<file path="src/rtl/seq_mult_pkg.sv">
// Shared types for the sequential shift-add multiplier.
// Optional feature macro: SEQ_MULT_EARLY_TERM_EN (see seq_mult_datapath).
package seq_mult_pkg;

    localparam int unsigned STATE_W = 2;

    localparam logic [STATE_W-1:0] ST_IDLE_ENC = 2'b00;
    localparam logic [STATE_W-1:0] ST_RUN_ENC  = 2'b01;
    localparam logic [STATE_W-1:0] ST_DONE_ENC = 2'b10;

    typedef enum logic [STATE_W-1:0] {
        IDLE = ST_IDLE_ENC,
        RUN  = ST_RUN_ENC,
        DONE = ST_DONE_ENC
    } state_t;

endpackage

</file>
<file path="src/rtl/seq_mult_datapath.sv">
// Shift-add datapath: multiplicand/multiplier/accumulator registers and iteration count.
// With SEQ_MULT_EARLY_TERM_EN defined, last_c also fires once no multiplier bits remain.
module seq_mult_datapath
    import seq_mult_pkg::*;
#(
    parameter int unsigned WIDTH_A = 4,
    parameter int unsigned WIDTH_B = 4
) (
    input  logic                       clk,
    input  logic                       rst,
    input  logic                       load,
    input  logic                       step,
    input  logic [WIDTH_A-1:0]         a,
    input  logic [WIDTH_B-1:0]         b,
    output logic [WIDTH_A+WIDTH_B-1:0] acc_next_c,
    output logic                       last_c
);

    localparam int unsigned PW = WIDTH_A + WIDTH_B;
    localparam int unsigned CW = $clog2(WIDTH_B + 1);

    logic [PW-1:0]      mcand;
    logic [PW-1:0]      acc;
    logic [WIDTH_B-1:0] mplier;
    logic [CW-1:0]      count;

    // Accumulator value after the current iteration's conditional add
    assign acc_next_c = mplier[0] ? (acc + mcand) : acc;

`ifdef SEQ_MULT_EARLY_TERM_EN
    logic [WIDTH_B-1:0] mplier_shr_c;
    assign mplier_shr_c = mplier >> 1;
    // Finish when no set multiplier bits remain after this iteration
    assign last_c = (count == CW'(1)) || (mplier_shr_c == '0);
`else
    // Fixed latency: finish on the final of WIDTH_B iterations
    assign last_c = (count == CW'(1));
`endif

    // Operand load on accept, one shift-add iteration per step
    always_ff @(posedge clk or posedge rst) begin
        if (rst) begin
            mcand  <= '0;
            acc    <= '0;
            mplier <= '0;
            count  <= '0;
        end else if (load) begin
            mcand  <= PW'(a);
            acc    <= '0;
            mplier <= b;
            count  <= CW'(WIDTH_B);
        end else if (step) begin
            acc    <= acc_next_c;
            mcand  <= mcand << 1;
            mplier <= mplier >> 1;
            count  <= count - CW'(1);
        end
    end

endmodule

</file>
<file path="src/rtl/seq_multiplier.sv">
// Sequential unsigned multiplier with valid/ready operand and product handshakes.
// Optional feature macro: SEQ_MULT_EARLY_TERM_EN (data-dependent latency).
module seq_multiplier
    import seq_mult_pkg::*;
#(
    parameter int unsigned WIDTH_A = 4,
    parameter int unsigned WIDTH_B = 4
) (
    input  logic                       clk,
    input  logic                       rst,
    input  logic                       in_valid,
    output logic                       in_ready,
    input  logic [WIDTH_A-1:0]         a,
    input  logic [WIDTH_B-1:0]         b,
    output logic                       out_valid,
    input  logic                       out_ready,
    output logic [WIDTH_A+WIDTH_B-1:0] product,
    output logic                       busy
);

    localparam int unsigned PW = WIDTH_A + WIDTH_B;

    state_t        state_q;
    state_t        state_d;
    logic          load_c;
    logic          step_c;
    logic          last_c;
    logic [PW-1:0] acc_next_c;

    assign load_c = in_valid & in_ready;
    assign step_c = (state_q == RUN);

    seq_mult_datapath #(
        .WIDTH_A (WIDTH_A),
        .WIDTH_B (WIDTH_B)
    ) u_datapath (
        .clk        (clk),
        .rst        (rst),
        .load       (load_c),
        .step       (step_c),
        .a          (a),
        .b          (b),
        .acc_next_c (acc_next_c),
        .last_c     (last_c)
    );

    // State register
    always_ff @(posedge clk or posedge rst) begin
        if (rst) begin
            state_q <= IDLE;
        end else begin
            state_q <= state_d;
        end
    end

    // Next-state logic: accept in IDLE, iterate in RUN, hold result in DONE
    always_comb begin
        state_d = state_q;
        case (state_q)
            IDLE: if (in_valid)  state_d = RUN;
            RUN:  if (last_c)    state_d = DONE;
            DONE: if (out_ready) state_d = IDLE;
            default:             state_d = IDLE;
        endcase
    end

    // Handshake/status outputs registered from the next state
    always_ff @(posedge clk or posedge rst) begin
        if (rst) begin
            in_ready  <= 1'b1;
            out_valid <= 1'b0;
            busy      <= 1'b0;
        end else begin
            in_ready  <= (state_d == IDLE);
            out_valid <= (state_d == DONE);
            busy      <= (state_d != IDLE);
        end
    end

    // Product captured on the final iteration, held until the next result
    always_ff @(posedge clk or posedge rst) begin
        if (rst) begin
            product <= '0;
        end else if (step_c && last_c) begin
            product <= acc_next_c;
        end
    end

endmodule
</file>
<file path="config.mk">
export PLATFORM = sky130hd
export DESIGN_NAME = seq_multiplier
export DESIGN_NICKNAME = d
export VERILOG_FILES = /design/src/rtl/seq_mult_pkg.sv /design/src/rtl/seq_mult_datapath.sv /design/src/rtl/seq_multiplier.sv
export SDC_FILE = /design/constraint.sdc
export NUM_CORES = 1
export LEC_CHECK = 0
export CAP_MARGIN = 40
export CORE_ASPECT_RATIO = 1.1
export CORE_MARGIN = 1
export CORE_UTILIZATION = 55
export DETAILED_ROUTE_END_ITERATION = 6
export PLACE_DENSITY = 0.79
export SYNTH_ARGS = -nofsm -noshare
export SYNTH_HDL_FRONTEND = slang
export SYNTH_SLANG_ARGS = --single-unit
</file>
<file path="constraint.sdc">
create_clock -name clk -period 2.6 [get_ports clk]
set_input_delay 0.52 -clock clk [delete_from_list [all_inputs] [get_ports clk]]
set_output_delay 0.52 -clock clk [all_outputs]
set_load 0.02 [all_outputs]
</file>
==> results.yml, run 1 <==
yosys:
  synthArstFlopShare_pct: 100
  synthMuxAreaShare_pct: 2.83
  syn_area_per_cell_sq_um: 9.10
  yosys_most_used_dff: "dfrtp_1"
  synth_cell_types: 38
  synth_area_leaders: "dfrtp_1, nand2_1, ha_1"
  ys_ff_latch: 36
  synth_top_family_by_area: "simple AND/OR/NAND/NOR gates"
  synthSimpleGateAreaFrac_pct: 20.2
  synthCells: 204
  synth_top_area_share_pct: 47.2
  yosysSeqAreaShare_pct: 48.6
  synth-edff-count: 0
  synth_warnings: 0
  synth_most_common_cell: "nand2_1"
  synthXorXnorAreaFrac_pct: 2.36
  synth_adder_area_share_pct: 7.15
  yosys.area.top_type: "dfrtp_1"
  synth_common_cells: "nand2_1, dfrtp_1, nor2_1"
  syn_nets: 226
  synth_compound_area_share_pct: 15.4
  syn_area_sq_um: 1860
critical_path:
  crit_buf_inv: 1
  slowest_delay_ns: 0.43
  arrival_ns: 2.30
  ff2ff_setup_slack_ns: 0.54
  crit_path_max_fanout: 3
  end_kind: "flip-flop"
  cp_top_family: "simple AND/OR/NAND/NOR gates"
  worstPathRequired_ns: 2.84
  crit_chain: "ha_1 > inv_1 > fa_1 > nor2b_4 > o31a_1 > o21ai_2 > or4b_1 > o21ai_1 > nor2_1"
  path_class: "reg2reg"
  crit_path_start_kind: "flip-flop"
  slowest_stage: "or4b_1"
timing:
  fin_skew_ns: 0.00729
  slew_headroom_pct: 62.9
  setup_tns_ns: 0
  drv_slew: 0
  fin_crit_ns: 2.06
  fmax_ghz: 0.485
  setup_violations: 0
  whs_ns: 0.492
  hold_viol_final: 0
  finalCritPeriodShare_pct: 79.3
  worst_pin_slew_ns: 0.557
  rsz0062_at_grt: "false"
  worst_slack_ns: 0.537
run:
  drv_cap: 0
status:
  violations: "design-rule violations"
  outcome: "complete, but fails checks"
clock_tree:
  clk_pin_slew_worst_paths_ns: 0.10
  cts_tree: "built"
  cts_buffers: 5
  hold_buffers: 0
  htreeDepth: 2
  post_cts_buffers: 0
  clkLatencyLatePin_ns: 0.34
  cts_sinks: 36
  cts_resized: 0
  root_buffer: "clkbuf_4"
  clockBufferDepth: 2
route:
  wire_per_inst_microns: 13.8
  viasPerCell: 5.68
  drtIter0Drc: 52
  wl_microns: 3620
  route.vias.total: 1495
  remaining_drc_errors: 2
  antenna_left: 0
  dr.pass1.iters: 7
layout:
  fill_cells: 260
  area_growth_pct: 16.7
  final_area_sq_um: 2170
  n_antenna_cell: 0
  drive_gt1_share_pct: 6.99
  fin_util_pct: 69.3
  final_nets: 250
die:
  floorplan.initialDensity_pct: 59.3
  pin_count: 23
  dieArea_sq_um: 3610
  rows: 21
  die_y_microns: 62.9
  coreArea_sq_um: 3130
  die_w_microns: 57.4
place:
  dpl_worst_slack_ns: 0.557
  placed_cell_area_sq_um: 2110
  gp_congestion: 0.912
  dpl.hpwl_microns: 2630
  portBuffers: 22
global_routing:
  overflow: 0
  grt_pass1_wl_microns: 6290
  grt_max_degree: 37
  antenna_found_initial: 0
  track_usage_pct: 22.8
  grt_pass1_vias: 1455
power_and_ir_drop:
  p_per_area_nw_per_um2: 1190
  power.leakage_nw: 0.966
  peakVddDrop_mv: 0.647
hold_path:
  min_path_type: "reg2reg"
-- worst register-to-register path, cell delays in order (launching register included) --
cell and delay, ns:
dfrtp_1 0.41, ha_1 0.22, inv_1 0.07, fa_1 0.25, nor2b_4 0.06, o31a_1 0.27
o21ai_2 0.12, or4b_1 0.43, o21ai_1 0.09, nor2_1 0.06
-- kinds of logic after synthesis --
group                    count (synthesis)
AND/OR/NAND/NOR                         83
multiplexers                             5
adder cells (fa/ha/maj)                 10
flip-flops                              36
AO/OA/AOI/OAI                           49
buffers and inverters                   16
XOR/XNOR                                 5
-- routing by layer --
layer | vias up | share of wire, % | global-route usage, %
li1 | 742 | - | -
met1 | 705 | 43 | 26.8
met2 | 41 | 51 | 39.0
met3 | 7 | 4.7 | 4.35
met4 | 0 | 1.6 | 11.9
met5 | - | 0 | 0
-- final timing paths --
kind | start | cells after the start | to
worst min-delay path | product[3] | 2 | product[3]
worst max register to register | u_datapath.acc[0] | 9 | u_datapath.acc[6]
worst min register to register | product[3] | 2 | product[3]
worst max-delay path | u_datapath.acc[0] | 9 | u_datapath.acc[6]
min in group asynchronous | rst | 3 | busy
max in group asynchronous | rst | 3 | in_ready
-- flip-flops by register name, summed over array words and instances (netlist names) --
name / flops
state_q: 2
u_datapath.acc: 8
u_datapath.mplier: 4
u_datapath.count: 3
u_datapath.mcand: 8
product: 8
busy: 1
in_ready: 1
out_valid: 1
-- area by class of cell --
class,instances,area (sq um),share of cell area [%]
Timing Repair Buffer,25,243,11.2
Clock buffer,8,58.8,2.72
Tap cell,34,42.5,1.96
Multi-Input combinational cell,152,890,41.1
Sequential cell,36,902,41.7
Inverter,8,30.0,1.39
-- placed cells by master, fill, tap and decap left out, drive strengths merged --
master          n
or4b            1
inv             8
a21oi          18
a41o            1
clkdlybuf4s50  22
nor2           21
a211oi          2
mux2i           3
nand3           4
a22o            2
o31a            1
nand3b          1
and3            1
or3             1
o21a            2
and2            3
xor2            2
clkbuf          8
dfstp           1
o21ai          15
nor2b           3
dfrtp          35
nand2          44
buf             3
nand2b          1
ha              9
a31oi           7
xnor2           3
fa              1
mux2            2
nor3b           2
o31ai           1
and2b           1
-- metrics by stage --
step / cells / total power [W]
finish: 263 / 0.00257
global route: 263 / 0.00278
CTS: 263 / 0.00259
detailed placement: 255 / 0.00228
global placement: 255 / 0.00222
floorplan: 204 / 0.00189
-- power breakdown --
group	internal, W	switching (W)
Combinational	0.000552	0.000739
Clock	0.000133	0.000174
Sequential	0.000793	0.000182
Total	0.00148	0.00109
No activity file was read; power rests on OpenSTA's default activity.
==> run 2, diff against run 1 <==
--- a/config.mk
+++ b/config.mk
@@ -8,9 +8,9 @@
 export CAP_MARGIN = 40
 export CORE_ASPECT_RATIO = 1.1
 export CORE_MARGIN = 1
-export CORE_UTILIZATION = 55
+export CORE_UTILIZATION = 49
 export DETAILED_ROUTE_END_ITERATION = 6
-export PLACE_DENSITY = 0.79
+export PLACE_DENSITY = 0.75
 export SYNTH_ARGS = -nofsm -noshare
 export SYNTH_HDL_FRONTEND = slang
 export SYNTH_SLANG_ARGS = --single-unit
==> constraint.sdc (replaced) <==
create_clock -name clk -period 1.8 [get_ports clk]
set_input_delay 0.36 -clock clk [delete_from_list [all_inputs] [get_ports clk]]
set_output_delay 0.36 -clock clk [all_outputs]
set_load 0.02 [all_outputs]
==> run 2 against run 1 <==
Compared with the run above:
- combinational power increased by 75%
- via count increased by 3.2%
- critical path type unchanged
- core utilization decreased by 2.4 points
- hold slack got worse by 0.14 ns
- maximum frequency increased by 0.83%
- die area increased by 12%
- critical path depth unchanged
- the run ends with negative setup slack left
- worst setup slack got worse by 0.78 ns
- clock skew decreased by 0.0045 ns
- highest routed layer unchanged
- clock power increased by 93%
- largest power group unchanged
- design area increased by 12%
- global-route usage increased by 0.68 points
==> results.yml, run 2 (synthesis results as in run 1) <==
status:
  outcome: "complete, but fails checks"
  violations: "negative setup slack"
clock_tree:
  clkLatencyLatePin_ns: 0.29
  cts_sinks: 36
  root_buffer: "clkbuf_8"
  clk_pin_slew_worst_paths_ns: 0.07
  htreeDepth: 2
  clockBufferDepth: 2
  cts_tree: "built"
  cts_buffers: 5
  hold_buffers: 0
power_and_ir_drop:
  p_per_area_nw_per_um2: 1740
  power.leakage_nw: 1.13
  power_w: 0.00422
  peakVddDrop_mv: 1.10
die:
  die_w_microns: 60.7
  coreArea_sq_um: 3630
  die_y_microns: 66.5
  pin_count: 23
  floorplan.initialDensity_pct: 51.2
  dieArea_sq_um: 4040
  rows: 23
critical_path:
  path_class: "reg2reg"
  arrival_ns: 2.23
  rr_worst_depth: 9
  slowest_stage: "or4b_1"
  crit_path_max_fanout: 2
  worstPathRequired_ns: 1.98
  crit_path_start_kind: "flip-flop"
  crit_buf_inv: 1
  cp_top_family: "simple AND/OR/NAND/NOR gates"
  end_kind: "flip-flop"
  cp_num_cells: 9
  crit_chain: "ha_2 > inv_2 > fa_2 > nor2b_4 > o31a_1 > o21ai_2 > or4b_1 > o21ai_1 > nor2_1"
  slowest_delay_ns: 0.46
layout:
  area_growth_pct: 30.6
  final_common_cell: "nand2_1"
  most-common-layout-cells: "nand2_1, dfrtp_1, buf_4"
  drive_gt1_share_pct: 19.4
  n_antenna_cell: 0
  fill_cells: 309
  reg_top3: "product x8, u_datapath.acc x8, u_datapath.mcand x8"
  fin_util_pct: 66.8
  final_nets: 274
timing:
  slew_headroom_pct: 72.3
  fin_skew_ns: 0.00276
  fmax_ghz: 0.489
  finalCritPeriodShare_pct: 114
  worst_pin_slew_ns: 0.416
  whs_ns: 0.349
  drv_slew: 0
  fin_crit_ns: 2.05
  setup_violations: 4
  worst_slack_ns: -0.246
  hold_viol_final: 0
  rsz0062_at_grt: "true"
  setup_tns_ns: -0.481
route:
  wl_microns: 3960
  dr.pass1.iters: 4
  remaining_drc_errors: 0
  route.vias.total: 1543
  wire_per_inst_microns: 13.1
  drtIter0Drc: 59
  antenna_left: 0
  viasPerCell: 5.09
hold_path:
  min_path_type: "in2async"
global_routing:
  grt_pass1_wl_microns: 6810
  antenna_found_initial: 0
  grt_max_degree: 19
  track_usage_pct: 23.5
  overflow: 0
  grt_pass1_vias: 1491
run:
  drv_cap: 0
place:
  portBuffers: 22
  gp_congestion: 0.902
  dpl.hpwl_microns: 2940
[run 2: where the power goes]
group	switching (W)	total, W	internal (W)
clock	0.000287	0.000592	0.000305
sequential	0.000215	0.00136	0.00115
combinational	0.00120	0.00226	0.00106
total	0.00170	0.00422	0.00251
[run 2: cell type report]
class / count / area [sq um] / share of cell area [%]
clock buffer: 6 / 82.6 / 3.41
clock inverter: 2 / 10.0 / 0.413
inverter: 8 / 30.0 / 1.24
multi-input combinational: 152 / 911 / 37.6
sequential: 36 / 902 / 37.2
tap: 50 / 62.6 / 2.58
timing repair buffer: 49 / 425 / 17.6
[run 2: worst paths after layout]
check                             startpoint           endpoint  slack (ns)
max in group asynchronous                rst  u_datapath.acc[5]        0.93
min in group clk                  product[7]         product[7]        0.48
min reg2reg                       product[7]         product[7]        0.48
min                                      rst               busy        0.35
max reg2reg                u_datapath.acc[0]  u_datapath.acc[6]       -0.25
max                        u_datapath.acc[0]  u_datapath.acc[6]       -0.25
[run 2: stage by stage]
step / worst slack [ns] / instances / cell area, sq um
2_1_floorplan: -0.110 / 204 / 1860
3_3_place_gp: -0.150 / 291 / 2280
3_5_place_dp: -0.192 / 291 / 2280
4_1_cts: -0.227 / 301 / 2390
5_1_grt: -0.292 / 303 / 2420
6_report: -0.246 / 303 / 2420
[run 2: metal layers]
layer  up-vias  global-route usage, %  share of wire [%]
met1       714                   29.0                 46
met4         0                   10.2                2.4
li1        790                      -                  -
met3         8                   6.21                3.3
met2        31                   38.2                 48
met5         -                      0                  0
[run 2: what timing repair did]
| item | CTS | global route |
|---|---|---|
| setup endpoints to repair | 4 | 10 |
| resized for setup | 1 | 5 |
| pin swaps | 2 | 0 |
| buffers inserted | 2 | 2 |
